### src/rtl/parking_entry_conditioner.sv
// parking_entry_conditioner: sensor synchronise/debounce and two-digit keypad entry front-end
module parking_entry_conditioner #(
    parameter int DEBOUNCE_CYCLES = 4,
    parameter int TIMEOUT_CYCLES  = 1000
) (
    input  logic       clk,
    input  logic       reset,
    input  logic       raw_entrance,
    input  logic       raw_exit,
    input  logic       key_valid,
    input  logic [1:0] key_digit,
    input  logic       key_clear,
    output logic       sensor_entrance,
    output logic       sensor_exit,
    output logic [1:0] password_1,
    output logic [1:0] password_2,
    output logic       pw_ready,
    output logic       pw_timeout
);
    localparam int CW = $clog2(DEBOUNCE_CYCLES);
    localparam int TW = $clog2(TIMEOUT_CYCLES);

    typedef enum logic [1:0] {IDLE, GOT1, READY} state_t;

    state_t        state;
    logic [1:0]    ent_sync;
    logic [1:0]    exit_sync;
    logic [CW-1:0] ent_cnt;
    logic [CW-1:0] exit_cnt;
    logic [TW-1:0] timer;

    // two-flop synchronisers for both raw sensors
    always_ff @(posedge clk) begin
        if (reset) begin
            ent_sync  <= '0;
            exit_sync <= '0;
        end else begin
            ent_sync  <= {ent_sync[0], raw_entrance};
            exit_sync <= {exit_sync[0], raw_exit};
        end
    end

    // entrance debounce: flip only after DEBOUNCE_CYCLES consecutive disagreeing samples
    always_ff @(posedge clk) begin
        if (reset) begin
            ent_cnt         <= '0;
            sensor_entrance <= 1'b0;
        end else if (ent_sync[1] == sensor_entrance) begin
            ent_cnt <= '0;
        end else if (ent_cnt == CW'(DEBOUNCE_CYCLES - 1)) begin
            ent_cnt         <= '0;
            sensor_entrance <= ent_sync[1];
        end else begin
            ent_cnt <= ent_cnt + 1'b1;
        end
    end

    // exit debounce, identical behaviour to the entrance path
    always_ff @(posedge clk) begin
        if (reset) begin
            exit_cnt    <= '0;
            sensor_exit <= 1'b0;
        end else if (exit_sync[1] == sensor_exit) begin
            exit_cnt <= '0;
        end else if (exit_cnt == CW'(DEBOUNCE_CYCLES - 1)) begin
            exit_cnt    <= '0;
            sensor_exit <= exit_sync[1];
        end else begin
            exit_cnt <= exit_cnt + 1'b1;
        end
    end

    // password entry FSM; abort beats a key, a key beats timeout
    always_ff @(posedge clk) begin
        if (reset) begin
            state      <= IDLE;
            timer      <= '0;
            password_1 <= '0;
            password_2 <= '0;
            pw_ready   <= 1'b0;
            pw_timeout <= 1'b0;
        end else begin
            pw_timeout <= 1'b0;
            if (state != IDLE && (key_clear || !sensor_entrance)) begin
                state      <= IDLE;
                password_1 <= '0;
                password_2 <= '0;
                pw_ready   <= 1'b0;
            end else begin
                case (state)
                    IDLE: begin
                        if (key_valid && sensor_entrance) begin
                            password_1 <= key_digit;
                            timer      <= '0;
                            state      <= GOT1;
                        end
                    end
                    GOT1: begin
                        timer <= timer + 1'b1;
                        if (key_valid) begin
                            password_2 <= key_digit;
                            pw_ready   <= 1'b1;
                            state      <= READY;
                        end else if (timer == TW'(TIMEOUT_CYCLES - 1)) begin
                            password_1 <= '0;
                            pw_timeout <= 1'b1;
                            state      <= IDLE;
                        end
                    end
                    default: ;
                endcase
            end
        end
    end
endmodule

### config.mk
export PLATFORM = sky130hd
export DESIGN_NAME = parking_entry_conditioner
export DESIGN_NICKNAME = d
export VERILOG_FILES = /design/src/rtl/parking_entry_conditioner.sv
export SDC_FILE = /design/constraint.sdc
export NUM_CORES = 1
export LEC_CHECK = 0
export ABC_CLOCK_PERIOD_IN_PS = 3400
export BUFFER_PORTS_ARGS = -buffer_cell sky130_fd_sc_hd__clkbuf_2
export CORE_MARGIN = 3
export CORE_UTILIZATION = 40
export CTS_CLUSTER_SIZE = 40
export DETAILED_ROUTE_END_ITERATION = 10
export SLEW_MARGIN = 20
export SYNTH_ARGS = -nofsm -noshare
export SYNTH_HDL_FRONTEND = slang
export SYNTH_SLANG_ARGS = --single-unit
### constraint.sdc
create_clock -name clk -period 3.4 [get_ports clk]
set_input_delay 0.68 -clock clk [delete_from_list [all_inputs] [get_ports clk]]
set_output_delay 0.68 -clock clk [all_outputs]
set_load 0.02 [all_outputs]
After elaboration in Yosys (flattened, before gate mapping)
Index checks and enable logic that the tools add are counted.
{ "classes": {"add_sub_neg": 3, "eq_ne": 10, "muxes": 10, "bitwise": 4, "n_reduce_logical": 17} }
{ "op_table": {"columns": ["operator", "n"], "rows": [
  ["case mux 10 bit (2 select lines)", 1],
  ["adder 10 x 1 -> 10 bit, second input constant", 1],
  ["== test 10 bit, second input constant", 1],
  ["two-way mux 10 bit", 1],
  ["two-way mux 2 bit", 5],
  ["case mux 2 bit (2 select lines)", 2],
  ["inequality test 2 bit, second input constant", 3],
  ["AND reduction 2 bit", 3],
  ["AND reduction 3 bit", 2],
  ["OR reduction 3 bit", 2],
  ["adder 2 x 1 -> 2 bit, second input constant", 2],
  ["== test 2 bit, second input constant", 2],
  ["NOT 1 bit", 4],
  ["AND reduction 4 bit", 1],
  ["nonzero test 2 bit", 2],
  ["OR reduction 4 bit", 1],
  ["inequality test 3 bit, second input constant", 1],
  ["== test 1 bit", 2],
  ["== test 2 x 1 -> 1 bit, second input constant", 1],
  ["logical AND 1 bit", 2],
  ["logical NOT 2 bit", 1],
  ["OR reduction 2 bit", 1],
  ["logical NOT 1 bit", 1],
  ["logical OR 1 bit", 1],
  ["two-way mux 1 bit", 1]
]} }
{ "word_totals": {"register_bits": 28, "in_bits": 8, "output_inout_bits": 8, "word_cells": 56} }

Longest topological paths before layout
Gate-level depths: netlist of run 1.
{ "logic_depth": {"word_depth": 5, "depth_mapped": 5, "ltp_nobuf": 5} }

Worst setup path after synthesis of run 1
No wires, ideal clock.
{ "synth_timing": {"path_type": "input port to flip-flop", "from": "in key_valid", "to": "reg timer[9]", "arrival_time_ns": 1.737, "required_time_ns": 3.330, "path_slack_ns": 1.593, "stages": 5, "path_buffers": 1, "cell_sequence": "buf_2 > or2_4 > nand4_4 > or4_1 > a21oi_1"} }
{ "synth_via": {"elab_chain_len": 3} }
{ "synth_rtl": {"columns": ["element", "line", "text"], "rows": [
  ["from (decl)", "10", "input logic key_valid,"],
  ["logical AND 1 bit", "92", "if (key_valid && sensor_entrance) begin"],
  ["inequality test 2 bit (no source line)", null, null],
  ["AND reduction 3 bit (no source line)", null, null],
  ["to (signal assigned)", "99", "timer <= timer + 1'b1;"],
  ["to (decl)", "30", "logic [TW-1:0] timer;"]
]} }
No other way between the ends.
A chain may end at the register's enable or synchronous reset.

Worst setup path after layout of run 1
{ "layout_timing": {"from": "reg sensor_entrance", "to": "out sensor_entrance"} }
{ "layout_rtl": {"columns": ["element", "line", "text"], "rows": [
  ["from (decl)", "13", "output logic sensor_entrance,"],
  ["from (signal assigned)", "52", "sensor_entrance <= ent_sync[1];"]
]} }
No word-level cell between the ends.

==> results by group, run 1 <==
Detailed routing
  – Via-to-Cell Ratio: approximately 5.3
  – First-pass DRT Iterations: 4
  – Antenna viol nets, final: 0
  – Vias: 981
  – DR WL/cell: 11.8 microns
  – Initial DRC Count: 17
  – Total wire length: 2190 microns
  – DR DRC count: 0

Yosys
  – Yosys warnings: 0
  – Yosys reg bits: 28
  – Post-synthesis cell type with the largest combined area: dfxtp_1
  – Count of cell types in the netlist: 36
  – FFs w/ async S/R, synth: 0%
  – Number of flops mapped to enable cells by yosys: 0
  – Post-synth top flop: dfxtp_1
  – Post-synthesis cell area: about 0.0012 sq mm
  – Syn Inst Count: 139
  – Area contributors post-synth: dfxtp_1 (45%), a21oi_1 (5.7%), mux2i_1 (4.0%), nand2_1 (3.9%), nor2_1 (3.9%)
  – Net count after synthesis: 150
  – Register area share after synthesis: 45.3%
  – Mean post-synth cell area: around 9 sq um
  – Share of the synthesized area in the top cell type: 45.3%

Final layout
  – Synthesis-to-layout area growth: 12.4%
  – Ratio of cells with drive above 1 in the final layout: 19.4%
  – Fin nets: approximately 170
  – Diode count: 0

Clock tree
  – Cts bufs inserted: 3
  – Root Buffer: clkbuf_4
  – Number of hold buffers added after CTS: 0
  – Post-cts sizing count: 0
  – Clock Path Buffers: 2
  – Clock Latency Late Sink: between 0.3 and 0.4 ns
  – Worst-path clk slew: 0.15 ns
  – H-tree levels: 1
  – # Post-CTS Setup Buffers: 0
  – CTS sink cnt: 28
  – CTS tree: done

GRT
  – First-pass GRT wire length: 3800 microns
  – Largest net degree at the start of global routing: 17
  – Vias in the first global route: between 800 and 900
  – GRT Overall Usage: 13.7%
  – Grt total ovfl: 0
  – Initial antenna violation count: 0

Worst setup path
  – R2R Setup Slk: 1.80 ns
  – Cell Chain, Critical Path: clkbuf_2
  – CP endpoint kind: output port
  – Reg2Reg Capture Point: timer[9]$_SDFFE_PP0P_
  – CP Launch Point: sensor_entrance$_SDFFE_PP0P_
  – Critical R2R Launch: sensor_entrance$_SDFFE_PP0P_
  – Worst path slowest cell: dfxtp_1
  – CP arrival: 1.05 ns
  – Slowest stage delay, CP: around 0.50 ns
  – Buf/Inv on CP: 1
  – Cell count of the worst reg-to-reg path: 4
  – Levels on crit path: 1
  – Critical path required time: ~2.7 ns
  – Largest delay share family, worst path: flip-flops
  – Crit Path Max Fanout: 8
  – Crit path to: sensor_entrance
  – Crit path kind: reg -> out
  – CP startpoint kind: flop

Power and ir drop
  – Power per Cell Area: 407 mW/mm^2
  – Static leakage: 0.529 nW
  – Tot Pwr: 0.566 mW
  – Peak supply drop: 0.000333 V

Floorplanning
  – Die Width: around 60 microns
  – Die Footprint: 0.00380 sq mm
  – Die Y: between 60 and 70 microns
  – Std-Cell Rows: 19
  – I/O pins: 16
  – Starting Density: 43.4%
  – CORE AREA: 0.00285 sq mm

STA
  – RSZ-0062 raised after global routing: false
  – Slew Limit Fails: 0
  – Post-layout min period: 1.73 ns
  – Final hold violations: 0
  – Hold_ws: about 0.43 ns
  – Rel. slew slack: 80.4%
  – Tcrit/Tclk final: 51.0%
  – Clk_skew: 0.0102 ns
  – Setup TNS: 0 ns
  – Slew at the pin closest to its max-slew limit: 0.294 ns
  – FMAX: 577 MHz
  – # setup viols final: 0

Run
  – Max_cap viols: 0

Status
  – Status: complete, no violations

Placement
  – Post-DP HPWL: 1670 microns
  – PortBufs: 15
  – RD Place Congestion: approximately 0.79

Hold path
  – Min-Delay Startpoint: exit_cnt[0]$_SDFF_PP0_
  – Worst hold path class: reg -> reg
==> worst min-delay path by stage <==
stage / endpoint / slack (ns) / cells after the start
floorplan: ent_cnt[0]$_SDFF_PP0_ / 0.40 / 1
global placement: exit_cnt[0]$_SDFF_PP0_ / 0.40 / 1
detailed placement: exit_cnt[0]$_SDFF_PP0_ / 0.42 / 1
CTS: exit_cnt[0]$_SDFF_PP0_ / 0.44 / 1
global route: exit_cnt[0]$_SDFF_PP0_ / 0.46 / 1
finish: exit_cnt[0]$_SDFF_PP0_ / 0.43 / 1
==> placed cells by master (no fill, tap or decap) <==
master / count
nand4_1: 3
nor3_1: 1
o21ba_2: 1
o31ai_1: 1
nand2b_1: 1
ha_1: 3
or4_1: 1
nand4_4: 1
inv_1: 4
clkbuf_4: 3
bufinv_16: 1
nand2_1: 13
dfxtp_1: 28
mux2i_1: 5
or3_1: 5
and2b_2: 1
and3_1: 2
clkbuf_2: 15
nand3b_1: 2
nor4_1: 1
nor2b_1: 6
and2_0: 1
xor2_1: 1
and2_1: 2
and4bb_2: 1
or3_2: 2
nor2_1: 13
or2_4: 1
nor4bb_1: 1
a21oi_1: 14
or2_2: 3
nor3b_1: 2
and2b_4: 1
nand3_1: 4
xnor2_1: 3
o21ai_0: 7
o21bai_1: 1
==> through the flow <==
stage / instance area [sq um] / instances / setup WS, ns / utilization (%)
after global placement: 1340 / 182 / 1.52 / 46.9
after detailed placement: 1340 / 182 / 1.48 / 46.9
final: 1390 / 186 / 1.67 / 48.8
after floorplan: 1240 / 139 / 1.59 / -
after global routing: 1390 / 186 / 1.58 / 48.8
after CTS: 1390 / 186 / 1.65 / 48.8
==> cell usage after synthesis, drive strengths merged, types with 4 or more instances <==
library cell / number
a21oi: 14
dfxtp: 28
inv: 4
mux2i: 5
nand2: 13
nand3: 4
nand4: 4
nor2: 13
nor2b: 6
o21ai: 7
or2: 4
or3: 7
==> cells by family after synthesis <==
group / share of synthesized area, %
XOR/XNOR: 2.83
buffers and inverters: 2.22
multiplexers: 4.04
adder cells (fa/ha/maj): 3.03
AND/OR/NAND/NOR: 32.1
AO/OA/AOI/OAI: 10.5
flip-flops: 45.3
==> layer usage <==
| layer | vias up | track usage, % | share of wire, % |
|---|---|---|---|
| met3 | 2 | 5.03 | 3.2 |
| met4 | 0 | 4.55 | 0.91 |
| li1 | 517 | - | - |
| met2 | 11 | 23.3 | 49 |
| met1 | 451 | 15.8 | 47 |
| met5 | - | 0 | 0 |
==> state kept, by name, summed over array words and instances, names as in the netlist, 2 cells and up <==
| signal | cells |
|---|---|
| ent_cnt | 2 |
| exit_cnt | 2 |
| exit_sync | 2 |
| ent_sync | 2 |
| password_1 | 2 |
| state | 2 |
| timer | 10 |
| password_2 | 2 |
==> layout make-up <==
class                      instances  area, sq um
clock buffer                       3         22.5
clock inverter                     1         30.0
fill                             288         1460
inverter                           4         15.0
multi-input combinational        104          649
sequential                        28          561
tap                               31         38.8
timing repair buffer              15         75.1
==> report_power, final <==
| group | switching, mW | total (mW) | leakage (nW) | internal, mW |
|---|---|---|---|---|
| registers | 0.00123 | 0.332 | 0.226 | 0.331 |
| clock network | 0.0938 | 0.213 | 0.0279 | 0.119 |
| logic | 0.0118 | 0.0205 | 0.274 | 0.00870 |
Power figures use the tool's default switching activity.
==> inputs of run 2 (changes only) <==
- ABC_CLOCK_PERIOD_IN_PS: 3400 -> 1500
- clock period: 3.4 -> 1.5 ns (I/O delays scaled with it)
==> results by group, run 2 (synthesized netlist as in run 1, its figures left out) <==
STA
  – Rel. slew slack: 78.5% (-1.9 points)
  – Setup TNS: 0 ns (unchanged)
  – Hold_ws: 0.174 ns (-0.254 ns)
  – Tcrit/Tclk final: 96.7%
  – Clk_skew: 0.000783 ns (-0.00939 ns)
  – # setup viols final: 0 (unchanged)
  – Slew Limit Fails: 0 (unchanged)
  – Slew at the pin closest to its max-slew limit: 0.322 ns (+0.0279 ns)
  – FMAX: 689 MHz
  – Final hold violations: 0 (unchanged)
  – RSZ-0062 raised after global routing: false
  – Post-layout min period: 1.45 ns

Worst setup path
  – Crit Path Max Fanout: 6 (-2)
  – R2R Setup Slk: 0.05 ns (-1.75 ns)
  – Largest delay share family, worst path: simple AND/OR/NAND/NOR gates
  – Reg2Reg Capture Point: timer[9]$_SDFFE_PP0P_
  – Critical R2R Launch: state[1]$_SDFFE_PP0P_
  – CP arrival: 1.73 ns (+0.68 ns)
  – Cell count of the worst reg-to-reg path: 4 (unchanged)
  – Worst path slowest cell: or4_4
  – Buf/Inv on CP: 0 (-1)
  – CP endpoint kind: flop
  – CP startpoint kind: flop
  – Cell Chain, Critical Path: and2b_4 > nand4_4 > or4_4 > a21oi_2
  – Crit path kind: reg -> reg
  – Slowest stage delay, CP: 0.53 ns (+0.03 ns)
  – Critical path required time: 1.78 ns (-0.94 ns)

Clock tree
  – Worst-path clk slew: 0.15 ns (about the same)
  – CTS tree: done
  – Root Buffer: clkbuf_4
  – CTS sink cnt: 28 (unchanged)
  – Cts bufs inserted: 3 (unchanged)
  – Clock Path Buffers: 2 (unchanged)
  – H-tree levels: 1 (unchanged)
  – Clock Latency Late Sink: 0.33 ns (about the same)
  – Number of hold buffers added after CTS: 0 (unchanged)

GRT
  – Vias in the first global route: 958 (+9.6%)
  – First-pass GRT wire length: 4020 microns (+5.8%)
  – Largest net degree at the start of global routing: 17 (unchanged)
  – Grt total ovfl: 0 (unchanged)
  – Initial antenna violation count: 0 (unchanged)
  – GRT Overall Usage: 14.1% (+0.35 points)

Final layout
  – Most common cell after layout, fill and taps aside: dfxtp_1
  – Top reg by flops: timer
  – Synthesis-to-layout area growth: 20.9%
  – Fillers: 269 (-6.6%)
  – Diode count: 0 (unchanged)
  – Most frequent cells in the layout: dfxtp_1 (22), clkbuf_2 (15), nand2_1 (13), nor2_1 (13), a21oi_1 (11)
  – Largest register FFs: 10 (unchanged)
  – Ratio of cells with drive above 1 in the final layout: 30.5% (+11 points)
  – Fin nets: 176 (+5.4%)
  – Util after Layout: 52.5% (+3.7 points)

Floorplanning
  – Die Footprint: 0.00380 sq mm (unchanged)
  – Std-Cell Rows: 19 (unchanged)
  – CORE AREA: 0.00285 sq mm (unchanged)
  – Starting Density: 43.4% (unchanged)
  – Die Width: 61.6 microns (unchanged)
  – I/O pins: 16 (unchanged)
  – Die Y: 61.6 microns (unchanged)

Detailed routing
  – Antenna viol nets, final: 0 (unchanged)
  – First-pass DRT Iterations: 4 (unchanged)
  – Vias: 1006 (+2.5%)
  – Initial DRC Count: 32 (+15)
  – DR DRC count: 0 (unchanged)
  – DR WL/cell: 12.5 microns (+5.8%)
  – Via-to-Cell Ratio: 5.16 (-2.2%)
  – Total wire length: 2430 microns (+11%)

Hold path
  – Min-Delay Startpoint: raw_exit
  – Worst hold path class: in -> reg
  – Hold Path Depth: 2 (+1)
  – Hold EP: exit_sync[0]$_SDFF_PP0_

Power and ir drop
  – Tot Pwr: 1.29 mW (+130%)
  – Static leakage: 0.576 nW (+8.9%)
  – Power per Cell Area: 865 mW/mm^2 (+110%)
  – Peak supply drop: 0.000562 V (+69%)

Placement
  – RD Place Congestion: 0.794 (+0.91%)
  – PortBufs: 15 (unchanged)
  – Post-DP HPWL: 1760 microns (+5.3%)

Status
  – Status: complete, no violations

Run
  – Max_cap viols: 0 (unchanged)
-- run 2: cell count changes in the layout (fill, tap and decap cells not counted) --
cell	delta
ha_1	-1
or4_1	-1
ha_4	+1
dfxtp_2	+5
buf_4	+9
a21oi_2	+3
dfxtp_4	+1
a21oi_1	-3
dfxtp_1	-6
or4_4	+1
-- run 2: through the flow --
stage | setup slack, ns | cells | instance area [sq um]
3_3_place_gp | 0.0465 | 189 | 1390
4_1_cts | 0.00736 | 194 | 1460
2_1_floorplan | 0.0671 | 139 | 1240
5_1_grt | 0.00301 | 195 | 1500
6_report | 0.0489 | 195 | 1500
3_5_place_dp | -0.0126 | 189 | 1390
-- run 2: power by group --
| group | switching [mW] | leakage [nW] | internal [mW] | total [mW] |
|---|---|---|---|---|
| logic | 0.0290 | 0.318 | 0.0232 | 0.0522 |
| clock network | 0.220 | 0.0279 | 0.270 | 0.490 |
| registers | 0.00315 | 0.230 | 0.749 | 0.752 |
-- run 2: per-layer routing --
metal / routed length [microns] / share of wire [%] / track usage, % / vias up
li1: - / - / - / 532
met1: 1150 / 47 / 16.5 / 459
met5: 0 / 0 / 0 / -
met2: 1190 / 49 / 24.5 / 13
met4: 18 / 0.74 / 3.03 / 0
met3: 80 / 3.3 / 5.03 / 2
-- run 2: layout make-up --
class                      instances  area, sq um  area share (%)
multi-input combinational        104          677            45.2
sequential                        28          571            38.1
timing repair buffer              24          143            9.53
tap                               31         38.8            2.59
clock inverter                     1         30.0            2.01
clock buffer                       3         22.5            1.51
inverter                           4         15.0            1.00
-- run 2: worst max path at each step --
stage,from,to,slack (ns),cells past startpoint
finish,state[1]$_SDFFE_PP0P_,timer[9]$_SDFFE_PP0P_,0.05,4
CTS,state[1]$_SDFFE_PP0P_,timer[9]$_SDFFE_PP0P_,0.007,4
floorplan,sensor_entrance$_SDFFE_PP0P_,timer[9]$_SDFFE_PP0P_,0.07,4
global route,state[1]$_SDFFE_PP0P_,timer[9]$_SDFFE_PP0P_,0.003,4
detailed placement,state[1]$_SDFFE_PP0P_,timer[9]$_SDFFE_PP0P_,-0.01,4
global placement,state[1]$_SDFFE_PP0P_,timer[9]$_SDFFE_PP0P_,0.05,4
-- run 2: timing repair --
action | in CTS | in global routing
pin swaps | 1 | 4
setup buffers | 1 | 1
gates resized for setup | 4 | 8
endpoints found under the setup margin | 3 | 8
